File: config.mk
export PLATFORM = sky130hd
export DESIGN_NAME = reg_writeback_buffer_flat
export DESIGN_NICKNAME = d
export VERILOG_FILES = /design/src/rtl/reg_writeback_buffer_if.sv /design/src/rtl/reg_writeback_buffer.sv /design/src/flat_wrapper.sv
export SDC_FILE = /design/constraint.sdc
export NUM_CORES = 1
export LEC_CHECK = 0
export CAP_MARGIN = 30
export CORE_MARGIN = 2
export CORE_UTILIZATION = 60
export CTS_CLUSTER_DIAMETER = 150
export DETAILED_ROUTE_END_ITERATION = 7
export HOLD_SLACK_MARGIN = 0.08
export PLACE_DENSITY_LB_ADDON = 0.15
export SKIP_CTS_REPAIR_TIMING = 1
export SYNTH_ARGS = -nofsm -noshare
export SYNTH_HDL_FRONTEND = slang
export SYNTH_SLANG_ARGS = --single-unit
File: constraint.sdc
create_clock -name clk -period 6.6 [get_ports clk]
set_clock_uncertainty 0.1 [all_clocks]
set_input_delay 1.32 -clock clk [delete_from_list [all_inputs] [get_ports clk]]
set_output_delay 1.32 -clock clk [all_outputs]
set_load 0.02 [all_outputs]
File: src/rtl/reg_writeback_buffer_if.sv
// Writeback request, register-file write port and bypass lookup bundle
// for the register writeback buffer.
interface reg_writeback_buffer_if #(
    parameter int DATA_W = 16,
    parameter int ADDR_W = 4,
    parameter int DEPTH  = 4
);
    localparam int CW = $clog2(DEPTH) + 1;

    logic              wb_valid;
    logic              wb_ready;
    logic [ADDR_W-1:0] wb_rd;
    logic [DATA_W-1:0] wb_data;
    logic              drain_en;
    logic              reg_write;
    logic [ADDR_W-1:0] write_reg;
    logic [DATA_W-1:0] write_data;
    logic [ADDR_W-1:0] rd_addr1;
    logic [ADDR_W-1:0] rd_addr2;
    logic              byp_hit1;
    logic [DATA_W-1:0] byp_data1;
    logic              byp_hit2;
    logic [DATA_W-1:0] byp_data2;
    logic [CW-1:0]     count;
    logic              full;
    logic              empty;

    modport master (
        output wb_valid, wb_rd, wb_data, drain_en, rd_addr1, rd_addr2,
        input  wb_ready, reg_write, write_reg, write_data,
        input  byp_hit1, byp_data1, byp_hit2, byp_data2,
        input  count, full, empty
    );

    modport slave (
        input  wb_valid, wb_rd, wb_data, drain_en, rd_addr1, rd_addr2,
        output wb_ready, reg_write, write_reg, write_data,
        output byp_hit1, byp_data1, byp_hit2, byp_data2,
        output count, full, empty
    );
endinterface

File: src/rtl/reg_writeback_buffer.sv
// Writeback FIFO feeding the register file write port, with
// youngest-match bypass over queued entries and the output stage.
module reg_writeback_buffer #(
    parameter int DATA_W = 16,
    parameter int ADDR_W = 4,
    parameter int DEPTH  = 4
) (
    input logic                  clk,
    input logic                  rst,
    reg_writeback_buffer_if.slave bus
);
    localparam int PW = $clog2(DEPTH);
    localparam int CW = PW + 1;

    logic [ADDR_W-1:0] rd_mem_q  [DEPTH];
    logic [DATA_W-1:0] dat_mem_q [DEPTH];

    logic [PW-1:0]     wr_ptr_q, wr_ptr_d;
    logic [PW-1:0]     rd_ptr_q, rd_ptr_d;
    logic [CW-1:0]     count_q, count_d;
    logic              reg_write_q, reg_write_d;
    logic [ADDR_W-1:0] write_reg_q, write_reg_d;
    logic [DATA_W-1:0] write_data_q, write_data_d;

    logic full, empty, push, pop;

    assign full  = (count_q == CW'(DEPTH));
    assign empty = (count_q == '0);
    // Ready is not pop-aware: a full buffer refuses even while draining.
    assign push  = bus.wb_valid && !full;
    assign pop   = bus.drain_en && !empty;

    always_comb begin
        wr_ptr_d     = wr_ptr_q + PW'(push);
        rd_ptr_d     = rd_ptr_q + PW'(pop);
        count_d      = count_q + CW'(push) - CW'(pop);
        reg_write_d  = pop;
        write_reg_d  = write_reg_q;
        write_data_d = write_data_q;
        if (pop) begin
            write_reg_d  = rd_mem_q[rd_ptr_q];
            write_data_d = dat_mem_q[rd_ptr_q];
        end
    end

    always_ff @(posedge clk or posedge rst) begin
        if (rst) begin
            wr_ptr_q     <= '0;
            rd_ptr_q     <= '0;
            count_q      <= '0;
            reg_write_q  <= 1'b0;
            write_reg_q  <= '0;
            write_data_q <= '0;
        end else begin
            wr_ptr_q     <= wr_ptr_d;
            rd_ptr_q     <= rd_ptr_d;
            count_q      <= count_d;
            reg_write_q  <= reg_write_d;
            write_reg_q  <= write_reg_d;
            write_data_q <= write_data_d;
        end
    end

    always_ff @(posedge clk) begin
        if (push) begin
            rd_mem_q[wr_ptr_q]  <= bus.wb_rd;
            dat_mem_q[wr_ptr_q] <= bus.wb_data;
        end
    end

    logic [ADDR_W-1:0] look_addr [2];
    logic              look_hit  [2];
    logic [DATA_W-1:0] look_data [2];

    assign look_addr[0] = bus.rd_addr1;
    assign look_addr[1] = bus.rd_addr2;

    // Scan oldest to youngest so the newest match overwrites older ones;
    // the output stage is older than anything still queued.
    always_comb begin
        for (int p = 0; p < 2; p++) begin
            look_hit[p]  = 1'b0;
            look_data[p] = '0;
            if (reg_write_q && write_reg_q == look_addr[p]) begin
                look_hit[p]  = 1'b1;
                look_data[p] = write_data_q;
            end
            for (int i = 0; i < DEPTH; i++) begin
                if (CW'(i) < count_q &&
                    rd_mem_q[rd_ptr_q + PW'(i)] == look_addr[p]) begin
                    look_hit[p]  = 1'b1;
                    look_data[p] = dat_mem_q[rd_ptr_q + PW'(i)];
                end
            end
        end
    end

    assign bus.wb_ready   = !full;
    assign bus.reg_write  = reg_write_q;
    assign bus.write_reg  = write_reg_q;
    assign bus.write_data = write_data_q;
    assign bus.byp_hit1   = look_hit[0];
    assign bus.byp_data1  = look_data[0];
    assign bus.byp_hit2   = look_hit[1];
    assign bus.byp_data2  = look_data[1];
    assign bus.count      = count_q;
    assign bus.full       = full;
    assign bus.empty      = empty;
endmodule

File: src/flat_wrapper.sv
// flat-port wrapper written by rule: the top's interface ports become plain ports
module reg_writeback_buffer_flat 
#(
    parameter int DATA_W = 16,
    parameter int ADDR_W = 4,
    parameter int DEPTH  = 4
)
  (clk, rst, bus_wb_valid, bus_wb_rd, bus_wb_data, bus_drain_en, bus_rd_addr1, bus_rd_addr2, bus_wb_ready, bus_reg_write, bus_write_reg, bus_write_data, bus_byp_hit1, bus_byp_data1, bus_byp_hit2, bus_byp_data2, bus_count, bus_full, bus_empty);
  reg_writeback_buffer_if #(.DATA_W(DATA_W), .ADDR_W(ADDR_W), .DEPTH(DEPTH)) bus_i ();
  input logic clk;
  input logic rst;
  input wire logic [$bits(bus_i.wb_valid)-1:0] bus_wb_valid;
  input wire logic [$bits(bus_i.wb_rd)-1:0] bus_wb_rd;
  input wire logic [$bits(bus_i.wb_data)-1:0] bus_wb_data;
  input wire logic [$bits(bus_i.drain_en)-1:0] bus_drain_en;
  input wire logic [$bits(bus_i.rd_addr1)-1:0] bus_rd_addr1;
  input wire logic [$bits(bus_i.rd_addr2)-1:0] bus_rd_addr2;
  output wire logic [$bits(bus_i.wb_ready)-1:0] bus_wb_ready;
  output wire logic [$bits(bus_i.reg_write)-1:0] bus_reg_write;
  output wire logic [$bits(bus_i.write_reg)-1:0] bus_write_reg;
  output wire logic [$bits(bus_i.write_data)-1:0] bus_write_data;
  output wire logic [$bits(bus_i.byp_hit1)-1:0] bus_byp_hit1;
  output wire logic [$bits(bus_i.byp_data1)-1:0] bus_byp_data1;
  output wire logic [$bits(bus_i.byp_hit2)-1:0] bus_byp_hit2;
  output wire logic [$bits(bus_i.byp_data2)-1:0] bus_byp_data2;
  output wire logic [$bits(bus_i.count)-1:0] bus_count;
  output wire logic [$bits(bus_i.full)-1:0] bus_full;
  output wire logic [$bits(bus_i.empty)-1:0] bus_empty;
  assign bus_i.wb_valid = bus_wb_valid;
  assign bus_i.wb_rd = bus_wb_rd;
  assign bus_i.wb_data = bus_wb_data;
  assign bus_i.drain_en = bus_drain_en;
  assign bus_i.rd_addr1 = bus_rd_addr1;
  assign bus_i.rd_addr2 = bus_rd_addr2;
  assign bus_wb_ready = bus_i.wb_ready;
  assign bus_reg_write = bus_i.reg_write;
  assign bus_write_reg = bus_i.write_reg;
  assign bus_write_data = bus_i.write_data;
  assign bus_byp_hit1 = bus_i.byp_hit1;
  assign bus_byp_data1 = bus_i.byp_data1;
  assign bus_byp_hit2 = bus_i.byp_hit2;
  assign bus_byp_data2 = bus_i.byp_data2;
  assign bus_count = bus_i.count;
  assign bus_full = bus_i.full;
  assign bus_empty = bus_i.empty;
  reg_writeback_buffer #(.DATA_W(DATA_W), .ADDR_W(ADDR_W), .DEPTH(DEPTH)) u_core (.clk(clk), .rst(rst), .bus(bus_i));
endmodule
# == Word level (Yosys, flattened, before mapping) ==
# Memories as Yosys holds them, arrays and structs flattened.
# Index checks and enable logic that the tools add are counted.
# word_totals
ff_bits,28
mem_bits_rw,80
input_bits,32
wordCells,67
mem_count,2
# mem_list
memory,depth,width,read_ports,rd_ports_with_merged_regs,wr,line_no,source
u_core.dat_mem_q,4,16,4,0,1,reg_writeback_buffer.sv:16,logic [DATA_W-1:0] dat_mem_q [DEPTH];
u_core.rd_mem_q,4,4,4,0,1,reg_writeback_buffer.sv:15,logic [ADDR_W-1:0] rd_mem_q [DEPTH];
# op_classes
n_addsub,7
n_lt_le_gt_ge,4
n_eq_ne,11
muxes,22
reduce_logical,15
# op_table
cell,count
$mux W16,10
$eq A4 B4 Y1,10
$logic_and A1 B1 Y1,12
$mux W1,12
$lt A1 B3 Y1 const A,2
$lt A2 B3 Y1 const A,2
$add A2 B1 Y2,2
$add A2 B2 Y2 const B,2
$add A3 B1 Y3,1
$eq A3 B3 Y1 const B,1
$logic_not A3 Y1,1
$sub A3 B1 Y3,1
$add A2 B1 Y2 const B,1
$logic_not A1 Y1,2

# == Longest topological paths before layout ==
# depth
word_depth,7
ltp_mapped,12

# == Worst setup path after synthesis ==
# No wires, ideal clock.
# synth_timing
path_kind,input-to-output
startpoint,in bus_rd_addr1[1]
endpoint,out bus_byp_data1[10]
t_arrival_ns,3.115
slack_ns,2.065
cell_stages,8
n_path_buf,2
cell_sequence,clkbuf_1 -> xnor2_1 -> nand2_1 -> nor4_1 -> clkbuf_1 -> and2_1 -> mux2i_1 -> a211oi_2
# synth_between
elab_chain_len,7
word_cells_on_any_way,15
classes_between,5 x eq/ne; 5 x mux; 5 x reduce/logical
# synth_lines
item,line_no,source
from (decl),flat_wrapper.sv:16,input wire logic [$bits(bus_i.rd_addr1)-1:0] bus_rd_addr1;
$eq A4 B4 Y1,reg_writeback_buffer.sv:84,if (reg_write_q && write_reg_q == look_addr[p]) begin
$logic_and A1 B1 Y1,reg_writeback_buffer.sv:84,
$mux W16,reg_writeback_buffer.sv:84,
$mux W16 (3 in series),reg_writeback_buffer.sv:89,if (CW'(i) < count_q &&
$mux W16 (*),reg_writeback_buffer.sv:89,
to (decl),flat_wrapper.sv:23,output wire logic [$bits(bus_i.byp_data1)-1:0] bus_byp_data1;
# Mark *: on every way between the ends. The rest lies on a longest branch, timed or not.

# == Final worst setup path ==
# layout_timing
startpoint,in bus_rd_addr1[1]
endpoint,out bus_byp_data1[4]
# Same word-level chain as after synthesis.

==> flow_summary.yaml <==
run_status:
  status: "finished, final reports clean"
sta:
  fin_crit_sh_pct: 88.91
  worst_pin_slew_ns: 0.9928
  finalHoldViolations: 0
  period_needed_ns: 5.868
  tns_ns: 0
  setup_violations: 0
  slew_viol_final: 0
  rsz0062_at_grt: "no"
  slew_headroom_pct: 33.82
  clock.fmax_mhz: 170.4
placed_design:
  gp_congestion: 0.9116
  port_buffers: 92
  dp_hpwl_mm: 15.63
  dp_cells: 901
  placed_area_sq_um: 9193
setup_path:
  cp-end-kind: "output port"
  worst-path-max-fanout: 17
  r2r_setup_slack_ns: 3.71
  worst-endpoint-arrival_ns: 4.45
  crit_path_start_kind: "primary input"
  setup.worst_path.class: "primary input to output port"
  worst-r2r-cell-count: 9
  timing.rr.start: "u_core.bus.count[2]"
  worstPathRequired_ns: 5.18
  rr_endpoint: "u_core.bus.count[2]"
global_route:
  grt_pass1_wl_mm: 33.22
  grt_overflow_total: 0
  gr-usage-all-layers_pct: 30.13
  met2_usage_pct: 42.51
  use_met1_pct: 48.96
  grt_antenna_before_repair: 0
  grt_max_degree: 83
  busiest_layer: "met1"
  first_global_vias: 5755
  met3_usage_pct: 5.236
clock_tree:
  cts_buffers: 9
  cts.reportedPaths.clkPinSlew_ns: 0.08
  cts-htree-levels: 3
  clk_latency_ns: 0.35
  cts_num_sinks: 108
  cts.path.max_buffers: 2
  root_buffer: "clkbuf_16"
  cts_tree: "built"
hold_path:
  holdPathStages: 1
  whs_endpoint: "u_core.bus.write_data[6]"
  holdCritStartpoint: "u_core.bus.write_data[6]"
  hp-class: "flip-flop to flip-flop"
final_layout:
  nets: 775
  design_area_sq_um: 9489
  seq_area_sq_um: 3110
  multi_input_area_sq_um: 4677
  regMostFlops: "u_core.dat_mem_q"
  final_cells: 917
  largest_register_ffs: 64
  n_antenna_cell: 0
  area_growth_pct: 16.48
  drive_above_1_share_pct: 23.89
  fillCellCount: 948
routing:
  vias: 6080
  routed_wl_mm: 21.11
  drt-pass1-iter-count: 5
  ant_nets: 0
  wire_per_inst_microns: 23.02
  drtIter0Drc: 774
  vias_per_cell: 6.630
  route.detailed.drc: 0
die:
  fp.dieH_microns: 120.5
  rows: 42
  coreArea_sq_um: 13240
  boundaryPins: 93
  initial_core_util_pct: 61.52
  die_w_microns: 120.5
  die-area_sq_um: 14530
logic_synthesis:
  syn_area_sq_um: 8147
  ys_async_sr_fraction_pct: 25.93
  yosys_most_used_dff: "edfxtp_1"
  synth_edf_count: 80
  syn-mean-instance-area_sq_um: 12.18
  syn_inst: 669
  yosysWarnings: 0
  synth_cell_types: 45
  mappedNetlistNets: 708
  ys_seq_elements: 108
  ys_seq_area_share_pct: 38.09
power:
  irDropWorstVdd_mv: 0.3295
  power_density_nw_per_um2: 532.8
  p_leak_nw: 3.426
flow_run:
  cap_violations: 0
-- placed cells by master, fill, tap and decap left out, types with 4 or more instances in the layout --
master / n
a211oi_1: 12
a211oi_2: 20
a21oi_1: 17
and2_1: 32
and3_1: 5
buf_4: 24
clkbuf_16: 9
clkdlybuf4s50_1: 92
dfrtp_1: 26
edfxtp_1: 80
ha_1: 6
inv_1: 11
mux2_2: 36
mux2i_1: 92
mux4_2: 40
nand2_1: 24
nand3b_1: 4
nor2_1: 24
nor3_1: 31
nor3_2: 15
nor3b_1: 4
o211ai_1: 32
o21ai_0: 19
xnor2_1: 23
xor2_1: 19
-- Yosys cell counts, types with 3 or more instances --
cell type / instances / area (sq um)
mux4_2: 40 / 900.9
dfrtp_1: 28 / 700.7
buf_4: 4 / 30.03
o21ai_0: 19 / 95.09
nand3b_1: 4 / 30.03
mux2i_1: 92 / 920.9
buf_6: 9 / 101.4
and2_1: 32 / 200.2
buf_1: 4 / 15.01
nand3_1: 3 / 15.01
buf_2: 21 / 105.1
xnor2_1: 23 / 201.4
nor3b_1: 5 / 37.54
mux2_2: 36 / 405.4
edfxtp_1: 80 / 2402
clkbuf_1: 22 / 82.58
xor2_1: 19 / 166.4
o211ai_1: 32 / 240.2
nor3_2: 14 / 140.1
ha_1: 6 / 75.07
a211oi_2: 20 / 250.2
nand2_1: 24 / 90.09
a21oi_1: 17 / 85.08
inv_1: 11 / 41.29
nor3_1: 32 / 160.2
nor2_1: 24 / 90.09
and3_1: 5 / 31.28
a211oi_1: 12 / 90.09
-- metal layers --
metal / wire (microns) / vias to the layer above
met4: 212 / 0
met2: 9058 / 323
li1: - / 2698
met3: 2029 / 20
met5: 0 / -
met1: 9805 / 3039
-- cells by family after synthesis --
family                   after synthesis  share of synthesized area, %
adder cells (fa/ha/maj)                7                         1.167
multiplexers                         172                         28.23
AND/OR/NAND/NOR                      154                         11.06
AO/OA/AOI/OAI                        110                         11.40
XOR/XNOR                              44                         4.915
buffers and inverters                 74                         5.145
flip-flops                           108                         38.09
-- critical path, stage by stage --
cell and delay, ns:
clkdlybuf4s50_1 0.61, nand3b_1 0.26, mux2i_1 0.18, o31ai_2 0.14, nor4_4 0.30, buf_4 0.33
nor3_4 0.06, buf_4 0.22, a211oi_1 0.33, clkdlybuf4s50_1 0.68
-- metrics by stage --
step | util, % | power (mW) | setup slack, ns | hold WS [ns]
finish | 71.66 | 5.055 | 0.7318 | 0.4579
CTS | 71.66 | 5.022 | 0.7782 | 0.4569
global placement | 69.12 | 4.369 | 0.6776 | 0.4280
global route | 71.66 | 5.302 | 0.5611 | 0.4709
detailed placement | 69.42 | 4.482 | 0.7818 | 0.4365
floorplan | - | 3.370 | 2.065 | 0.3883
-- layout make-up --
| class | count | share of cell area (%) |
|---|---|---|
| timing repair buffer | 118 | 12.01 |
| clock buffer | 9 | 2.373 |
| multi-input combinational | 487 | 49.29 |
| inverter | 12 | 0.4747 |
| tap | 176 | 2.321 |
| clock inverter | 7 | 0.7516 |
| sequential | 108 | 32.78 |
-- power breakdown --
group | leakage (nW) | internal, mW | switching [mW] | total (mW)
combinational | 2.23 | 1.49 | 1.88 | 3.36
sequential | 1.06 | 0.938 | 0.216 | 1.15
clock | 0.142 | 0.266 | 0.272 | 0.537
total | 3.43 | 2.69 | 2.36 | 5.06
-- worst max path at each step --
stage	startpoint	endpoint	slack, ns	depth (start not counted)
2_1_floorplan	bus_rd_addr1[1]	bus_byp_data1[10]	2.06	8
3_3_place_gp	bus_rd_addr2[1]	bus_byp_data2[0]	0.68	8
3_5_place_dp	bus_rd_addr1[1]	bus_byp_data1[4]	0.78	10
4_1_cts	bus_rd_addr1[1]	bus_byp_data1[4]	0.78	10
5_1_grt	bus_rd_addr1[1]	bus_byp_data1[4]	0.56	10
6_report	bus_rd_addr1[1]	bus_byp_data1[4]	0.73	10
Power figures use the tool's default switching activity.
